## config.mk

```make
export PLATFORM = sky130hd
export DESIGN_NAME = axi_lite_master
export DESIGN_NICKNAME = d
export VERILOG_FILES = /design/src/rtl/axi_lite_master_pkg.sv /design/src/rtl/axi_lite_master.sv
export SDC_FILE = /design/constraint.sdc
export NUM_CORES = 1
export LEC_CHECK = 0
export BUFFER_PORTS_ARGS = -buffer_cell sky130_fd_sc_hd__buf_2
export CAP_MARGIN = 10
export CORE_MARGIN = 4
export CORE_UTILIZATION = 46
export DETAILED_ROUTE_END_ITERATION = 12
export PLACE_DENSITY = 0.85
export SYNTH_ARGS = -nofsm -noshare
export SYNTH_HDL_FRONTEND = slang
export SYNTH_SLANG_ARGS = --single-unit
```

## constraint.sdc

```tcl
create_clock -name clk -period 2.05 [get_ports clk]
set_input_delay 0.3075 -clock clk [delete_from_list [all_inputs] [get_ports clk]]
set_output_delay 0.3075 -clock clk [all_outputs]
set_load 0.03 [all_outputs]
```

## src/rtl/axi_lite_master_pkg.sv

```systemverilog
// Shared definitions for the AXI-Lite initiator: response codes and FSM encoding.
package axi_lite_master_pkg;

  localparam logic RESP_OKAY = 1'b1;
  localparam logic RESP_ERR  = 1'b0;

  typedef enum logic [2:0] {
    ST_IDLE    = 3'd0,
    ST_RD_ADDR = 3'd1,
    ST_RD_DATA = 3'd2,
    ST_WR_REQ  = 3'd3,
    ST_WR_RESP = 3'd4,
    ST_DONE    = 3'd5
  } state_e;

endpackage

```

## src/rtl/axi_lite_master.sv

```systemverilog
// Single-beat AXI-Lite initiator with bounded retry on error responses.
module axi_lite_master
  import axi_lite_master_pkg::*;
#(
  parameter int ADDR_WDTH = 4,
  parameter int DATA_WDTH = 32,
  parameter int RESP_WDTH = 1,
  parameter int MAX_RETRY = 3,
  parameter int CNT_WDTH  = 2
) (
  input  logic                 clk,
  input  logic                 rst_n,
  input  logic                 cmd_valid,
  output logic                 cmd_ready,
  input  logic                 cmd_write,
  input  logic [ADDR_WDTH-1:0] cmd_addr,
  input  logic [DATA_WDTH-1:0] cmd_wdata,
  output logic                 rsp_valid,
  input  logic                 rsp_ready,
  output logic [DATA_WDTH-1:0] rsp_rdata,
  output logic                 rsp_ok,
  output logic [CNT_WDTH-1:0]  rsp_retries,
  output logic                 ar_valid,
  input  logic                 ar_ready,
  output logic [ADDR_WDTH-1:0] ar_address,
  input  logic                 r_valid,
  output logic                 r_ready,
  input  logic [DATA_WDTH-1:0] r_data,
  input  logic [RESP_WDTH-1:0] r_resp,
  output logic                 aw_valid,
  input  logic                 aw_ready,
  output logic [ADDR_WDTH-1:0] aw_address,
  output logic                 w_valid,
  input  logic                 w_ready,
  output logic [DATA_WDTH-1:0] w_data,
  input  logic                 b_valid,
  output logic                 b_ready,
  input  logic [RESP_WDTH-1:0] b_resp
);

  state_e                 r_state, w_nxt;
  logic [ADDR_WDTH-1:0]   r_addr;
  logic [DATA_WDTH-1:0]   r_wdata;
  logic [CNT_WDTH-1:0]    r_cnt;
  logic                   r_aw_done, r_w_done;
  logic [DATA_WDTH-1:0]   r_rsp_rdata;
  logic                   r_rsp_ok;

  logic w_cnt_max, w_rd_ok, w_wr_ok, w_aw_fin, w_w_fin;

  assign w_cnt_max = (r_cnt == CNT_WDTH'(MAX_RETRY));
  assign w_rd_ok   = (r_resp[0] == RESP_OKAY);
  assign w_wr_ok   = (b_resp[0] == RESP_OKAY);
  assign w_aw_fin  = r_aw_done | aw_ready;
  assign w_w_fin   = r_w_done  | w_ready;

  always_ff @(posedge clk or negedge rst_n) begin
    if (!rst_n) r_state <= ST_IDLE;
    else        r_state <= w_nxt;
  end

  always_comb begin
    w_nxt     = r_state;
    cmd_ready = 1'b0;
    rsp_valid = 1'b0;
    ar_valid  = 1'b0;
    r_ready   = 1'b0;
    aw_valid  = 1'b0;
    w_valid   = 1'b0;
    b_ready   = 1'b0;
    case (r_state)
      ST_IDLE: begin
        cmd_ready = 1'b1;
        if (cmd_valid) w_nxt = cmd_write ? ST_WR_REQ : ST_RD_ADDR;
      end
      ST_RD_ADDR: begin
        ar_valid = 1'b1;
        if (ar_ready) w_nxt = ST_RD_DATA;
      end
      ST_RD_DATA: begin
        r_ready = 1'b1;
        if (r_valid) w_nxt = (w_rd_ok || w_cnt_max) ? ST_DONE : ST_RD_ADDR;
      end
      ST_WR_REQ: begin
        // Each channel's valid falls independently once its own handshake lands.
        aw_valid = ~r_aw_done;
        w_valid  = ~r_w_done;
        if (w_aw_fin && w_w_fin) w_nxt = ST_WR_RESP;
      end
      ST_WR_RESP: begin
        b_ready = 1'b1;
        if (b_valid) w_nxt = (w_wr_ok || w_cnt_max) ? ST_DONE : ST_WR_REQ;
      end
      ST_DONE: begin
        rsp_valid = 1'b1;
        if (rsp_ready) w_nxt = ST_IDLE;
      end
      default: w_nxt = ST_IDLE;
    endcase
  end

  always_ff @(posedge clk or negedge rst_n) begin
    if (!rst_n) begin
      r_addr      <= '0;
      r_wdata     <= '0;
      r_cnt       <= '0;
      r_aw_done   <= 1'b0;
      r_w_done    <= 1'b0;
      r_rsp_rdata <= '0;
      r_rsp_ok    <= 1'b0;
    end else begin
      case (r_state)
        ST_IDLE: if (cmd_valid) begin
          r_addr    <= cmd_addr;
          r_wdata   <= cmd_wdata;
          r_cnt     <= '0;
          r_aw_done <= 1'b0;
          r_w_done  <= 1'b0;
        end
        ST_RD_DATA: if (r_valid) begin
          r_rsp_rdata <= r_data;
          r_rsp_ok    <= w_rd_ok;
          if (!w_rd_ok && !w_cnt_max) r_cnt <= r_cnt + CNT_WDTH'(1);
        end
        ST_WR_REQ: begin
          if (aw_ready) r_aw_done <= 1'b1;
          if (w_ready)  r_w_done  <= 1'b1;
        end
        ST_WR_RESP: if (b_valid) begin
          r_rsp_rdata <= '0;
          r_rsp_ok    <= w_wr_ok;
          // Retry re-enters WR_REQ, so re-arm both channel flags here.
          if (!w_wr_ok && !w_cnt_max) begin
            r_cnt     <= r_cnt + CNT_WDTH'(1);
            r_aw_done <= 1'b0;
            r_w_done  <= 1'b0;
          end
        end
        default: ;
      endcase
    end
  end

  assign ar_address  = r_addr;
  assign aw_address  = r_addr;
  assign w_data      = r_wdata;
  assign rsp_rdata   = r_rsp_rdata;
  assign rsp_ok      = r_rsp_ok;
  assign rsp_retries = r_cnt;

endmodule

```

======== Yosys cells after proc, flatten, opt, wreduce, memory -nomap -nowiden ========
Cells that the tools add are included.
storage, ports and cells
  word-level logic and storage cells ...... 83
  bits of input ports ..................... 80
  register bits ........................... 76
operators by class
  multiplexer cells ....................... 36
  bitwise gates (word level) .............. 4
  reduce and logical (&&, ||, !) cells .... 18
  eq/ne operators ......................... 16
  $add $sub $neg .......................... 1
operator list
  cell                                                                    number
  32-bit two-way mux                                                      2
  32-bit one-hot mux with 2 select lines                                  1
  3-bit two-way mux                                                       8
  2-bit inequality test (second input constant)                           10
  3-bit one-hot mux with 6 select lines                                   1
  1-bit two-way mux                                                       14
  2-bit two-way mux                                                       6
  6-bit AND reduction                                                     2
  5-bit AND reduction                                                     2
  3-bit by 2-bit equality test with 1-bit output (second input constant)  2
  3-bit equality test (second input constant)                             2
  1-bit one-hot mux with 3 select lines                                   2
  2-bit one-hot mux with 3 select lines                                   1
  3-bit nonzero test                                                      2
  3-bit by 1-bit equality test with 1-bit output (second input constant)  1
  1-bit logical AND                                                       3
  1-bit logical NOT                                                       3
  3-bit logical NOT                                                       1
  3-bit AND reduction                                                     1
  2-bit by 1-bit adder with 2-bit output (second input constant)          1
  2-bit equality test (second input constant)                             1
  1-bit logical OR                                                        2
  1-bit inverter                                                          2
  1-bit OR                                                                2
  other kinds (3)                                                         3

======== Longest topological paths before layout ========
  word-level depth ........................ 6
  mapped depth ............................ 6

======== Worst setup path after synthesis ========
OpenSTA, ideal clock, no wires.
  path kind ............................... flip-flop to output port
  from .................................... reg r_state[0]
  to ...................................... out ar_valid
  cell stages (with the launch flop) ...... 4
  buffers on the path ..................... 2
  path slack .............................. 0.208 ns
  arrival time ............................ 1.535 ns
  path through ............................ dfrtp_1 -> buf_6 -> clkbuf_1 -> nor3b_1
on the way
  cells in the longest elaborated chain, start to end .. 2
RTL lines
  what                                            line                   text
  start: declaration                              axi_lite_master.sv:41  state_e r_state, w_nxt;
  start signal: assignment                        axi_lite_master.sv:59  else r_state <= w_nxt;
  3-bit by 1-bit equality test with 1-bit output  axi_lite_master.sv:71  case (r_state)
  1-bit two-way mux                               axi_lite_master.sv:71
  end: declaration                                axi_lite_master.sv:23  output logic ar_valid,
No other way between the ends.

======== Final worst setup path ========
  from .................................... reg r_state[2]
  to ...................................... out w_valid
on the way
  cells in the longest elaborated chain, start to end .. 2
RTL lines
  what                                            line                   text
  3-bit by 2-bit equality test with 1-bit output  axi_lite_master.sv:71
  1-bit two-way mux                               axi_lite_master.sv:71
  end: declaration                                axi_lite_master.sv:33  output logic w_valid,
No other way between the ends.

==> out/metrics.cfg <==
[power_and_ir_drop]
pwr-share-clk_pct = 15.6
p_seq_share_pct = 32.6
leakagePower_nw = 2.30
p_int_w = 0.00433
power.switching_w = 0.00365
combPwrFrac_pct = 51.8
vdd_drop_max_mv = 0.947
power_density_mw_per_mm2 = 1850
swShare_pct = 45.7

[sta]
final.period_utilization_pct = 92.5
worst_hold_slack_ps = 197
fin_crit_ps = 1900
rsz0062_at_grt = false
slew_viol_final = 0
setup_tns_ps = 0
finalHoldViolations = 0
finClkSkew_ps = 11.2
fmaxAchievable_mhz = 527
worstMarginPinSlew_ps = 519
finalSetupViolCount = 0
relSlewSlack_pct = 65.4

[layout]
final_core_util_pct = 63.3
nFillCells = 577
diodes = 0
register_area_mm2 = 0.00190
area_growth_pct = 33.0
final_nets = 526
drive_gt1_share_pct = 50.4
multi_input_area_mm2 = 0.00119
final_area_mm2 = 0.00432

[global_routing]
grt_max_degree = 67
grt_util_all_layers_pct = 18.0
grt_pass1_vias = 2548
gr-total-overflow = 0
grt_pass1_wl_um = 12200
antenna_found_initial = 0

[critical_path]
reg2reg_to = r_state[1]$_DFFE_PN0P_
r2r_cells = 5
critical_path.max_fanout = 9
ff2ff_setup_slack_ps = 340
critPathCaptureType = primary output
worst_ep_required_time_ps = 1740
startpoint_type = register
critical_path_arrival_ps = 1590
crit_type = reg -> out
reg2reg_from = r_state[2]$_DFFE_PN0P_

[synth]
synth_top_area_cell = dfrtp_1
synth_cell_types = 35
yosysSeqAreaShare_pct = 58.5
synthesis.nets = 369
synth_cells = 288
ys_ff_latch = 76
yosys-top-cells-area = dfrtp_1 59%, mux2_2 13%, nand2_1 7.9%
synth_top_area_share_pct = 58.5
syn_area_per_cell_um2 = 11.3
ys_warn_count = 0
synthesis.area_mm2 = 0.00325

[placed_design]
gp_congestion = 0.765
hpwlAfterDp_um = 5610
place_area_mm2 = 0.00409
port_buffers = 161

[clock_network]
clk_pin_slew_ps = 80
clock_latency_ps = 340
postCtsSetupBuffers = 0
root_buffer = clkbuf_8
cts_buffers = 9
h-tree-depth = 3
cts_buffer_depth = 2
cts_tree = built
cts_sinks = 76

[die]
start_util_pct = 47.6
dieWidth_um = 92.0
die_h_um = 92.0
num_rows = 30
dieArea_mm2 = 0.00847
ios = 162
fp.coreArea_mm2 = 0.00683

[drt]
vias = 2602
drtPass1Iterations = 4
drc = 0
detail-route-antenna-nets = 0
met1_length_um = 3120
wl_met2_um = 3800
via_per_inst = 4.77
dr_wl_met3_um = 538
routed.top_layer = met4
wl_per_cell_um = 13.8
wl_um = 7520
drt_iter0_markers = 81

[run_status]
status = finished clean

[min_path]
hold_class = in -> reg
min_to = w_data[19]$_DFFE_PN0P_
min_path_cells = 2
hp-start = cmd_wdata[19]

[job]
cap_violations = 0

[stage by stage]
stage | worst slack, ps | std cells | power (W)
floorplan | 208 | 288 | 0.00570
global placement | 382 | 529 | 0.00665
detailed placement | 319 | 529 | 0.00680
CTS | 51.5 | 546 | 0.00806
global route | 29.4 | 546 | 0.00850
finish | 153 | 546 | 0.00798
[critical path, cell delays in order, from the launching register on]
cell and delay, ps:
dfrtp_2 460, buf_4 190, nor2b_2 210, nand2_1 100, nor2_1 90, buf_2 200
[cell families after synthesis]
logic type / after synthesis / synth area share [%]
simple gates: 95 / 13.4
compound gates: 47 / 7.97
buf+inv: 26 / 4.89
xor+xnor: 1 / 0.270
flops: 76 / 58.5
fa+ha+maj: 1 / 0.385
mux: 42 / 14.6
[flip-flops by register name (all words and copies together) (netlist names)]
| signal | flops |
|---|---|
| ar_address | 4 |
| r_aw_done | 1 |
| r_state | 3 |
| r_w_done | 1 |
| rsp_ok | 1 |
| rsp_rdata | 32 |
| rsp_retries | 2 |
| w_data | 32 |
[synth_stat cells]
library cell and count:
nor3_2 1, nor2b_2 1, inv_1 4, a311oi_1 1
ha_1 1, buf_2 10, or3_1 1, mux2i_1 3
nor3_1 5, nor4_1 1, o211ai_1 2, a41o_1 1
o22ai_1 1, a21oi_1 1, xnor2_1 1, a22oi_1 1
nor2_1 7, a31oi_1 1, buf_6 4, mux2_4 1
nand2_1 68, and2_4 1, nand3_1 1, a21o_1 2
nand3b_2 1, nor4b_1 1, dfrtp_1 76, nand3b_1 2
buf_4 5, mux2_2 38, nor2b_1 1, o21ai_0 37
nand3b_4 1, nor3b_1 3, clkbuf_1 3
[power by group through the flow]
stage | clock (W) | sequential [W] | combinational [W]
floorplan | 0 | 0.00393 | 0.00177
global placement | 0 | 0.00258 | 0.00407
detailed placement | 0 | 0.00262 | 0.00417
CTS | 0.00128 | 0.00260 | 0.00418
global route | 0.00136 | 0.00270 | 0.00445
finish | 0.00125 | 0.00260 | 0.00414
[cell usage in the layout (no fill, tap or decap), types with 4 or more instances in the layout]
cell type / count
mux2_2: 38
buf_2: 160
buf_4: 6
inv_1: 4
o21ai_0: 37
clkbuf_8: 10
dfrtp_1: 75
nand2_1: 67
nor2_1: 7
nor3_1: 5
[cell type report]
type	instances	area share, %
multi-input combinational	186	27.6
inverter	4	0.347
sequential	76	44.0
tap	96	2.78
clock buffer	12	3.36
clock inverter	4	1.68
timing repair buffer	168	20.3
[worst max-delay path by stage]
stage                                 from                endpoint  slack, ps  cells after the start
finish              r_state[2]$_DFFE_PN0P_                 w_valid        150                      5
global route        r_state[2]$_DFFE_PN0P_                 r_ready         30                      4
CTS                 r_state[0]$_DFFE_PN0P_                 b_ready         50                      4
detailed placement  r_state[2]$_DFFE_PN0P_  r_state[1]$_DFFE_PN0P_        320                      5
global placement    r_state[2]$_DFFE_PN0P_  r_state[1]$_DFFE_PN0P_        380                      5
floorplan           r_state[0]$_DFFE_PN0P_                ar_valid        210                      3
[metal layers]
metal / up-vias / GRT usage [%]
met2: 107 / 30.3
met4: 0 / 5.07
met5: - / 0
met3: 6 / 5.66
met1: 1204 / 22.3
li1: 1285 / -
[timing repair]
| action | 4_1_cts | 5_1_grt |
|---|---|---|
| setup endpoints to repair | 0 | 1 |
| gates resized for setup | 0 | 2 |
| endpoints found under the hold margin | 38 | 0 |
| hold buffers | 1 | 0 |
Note: power is estimated with default switching activity, not from simulation.
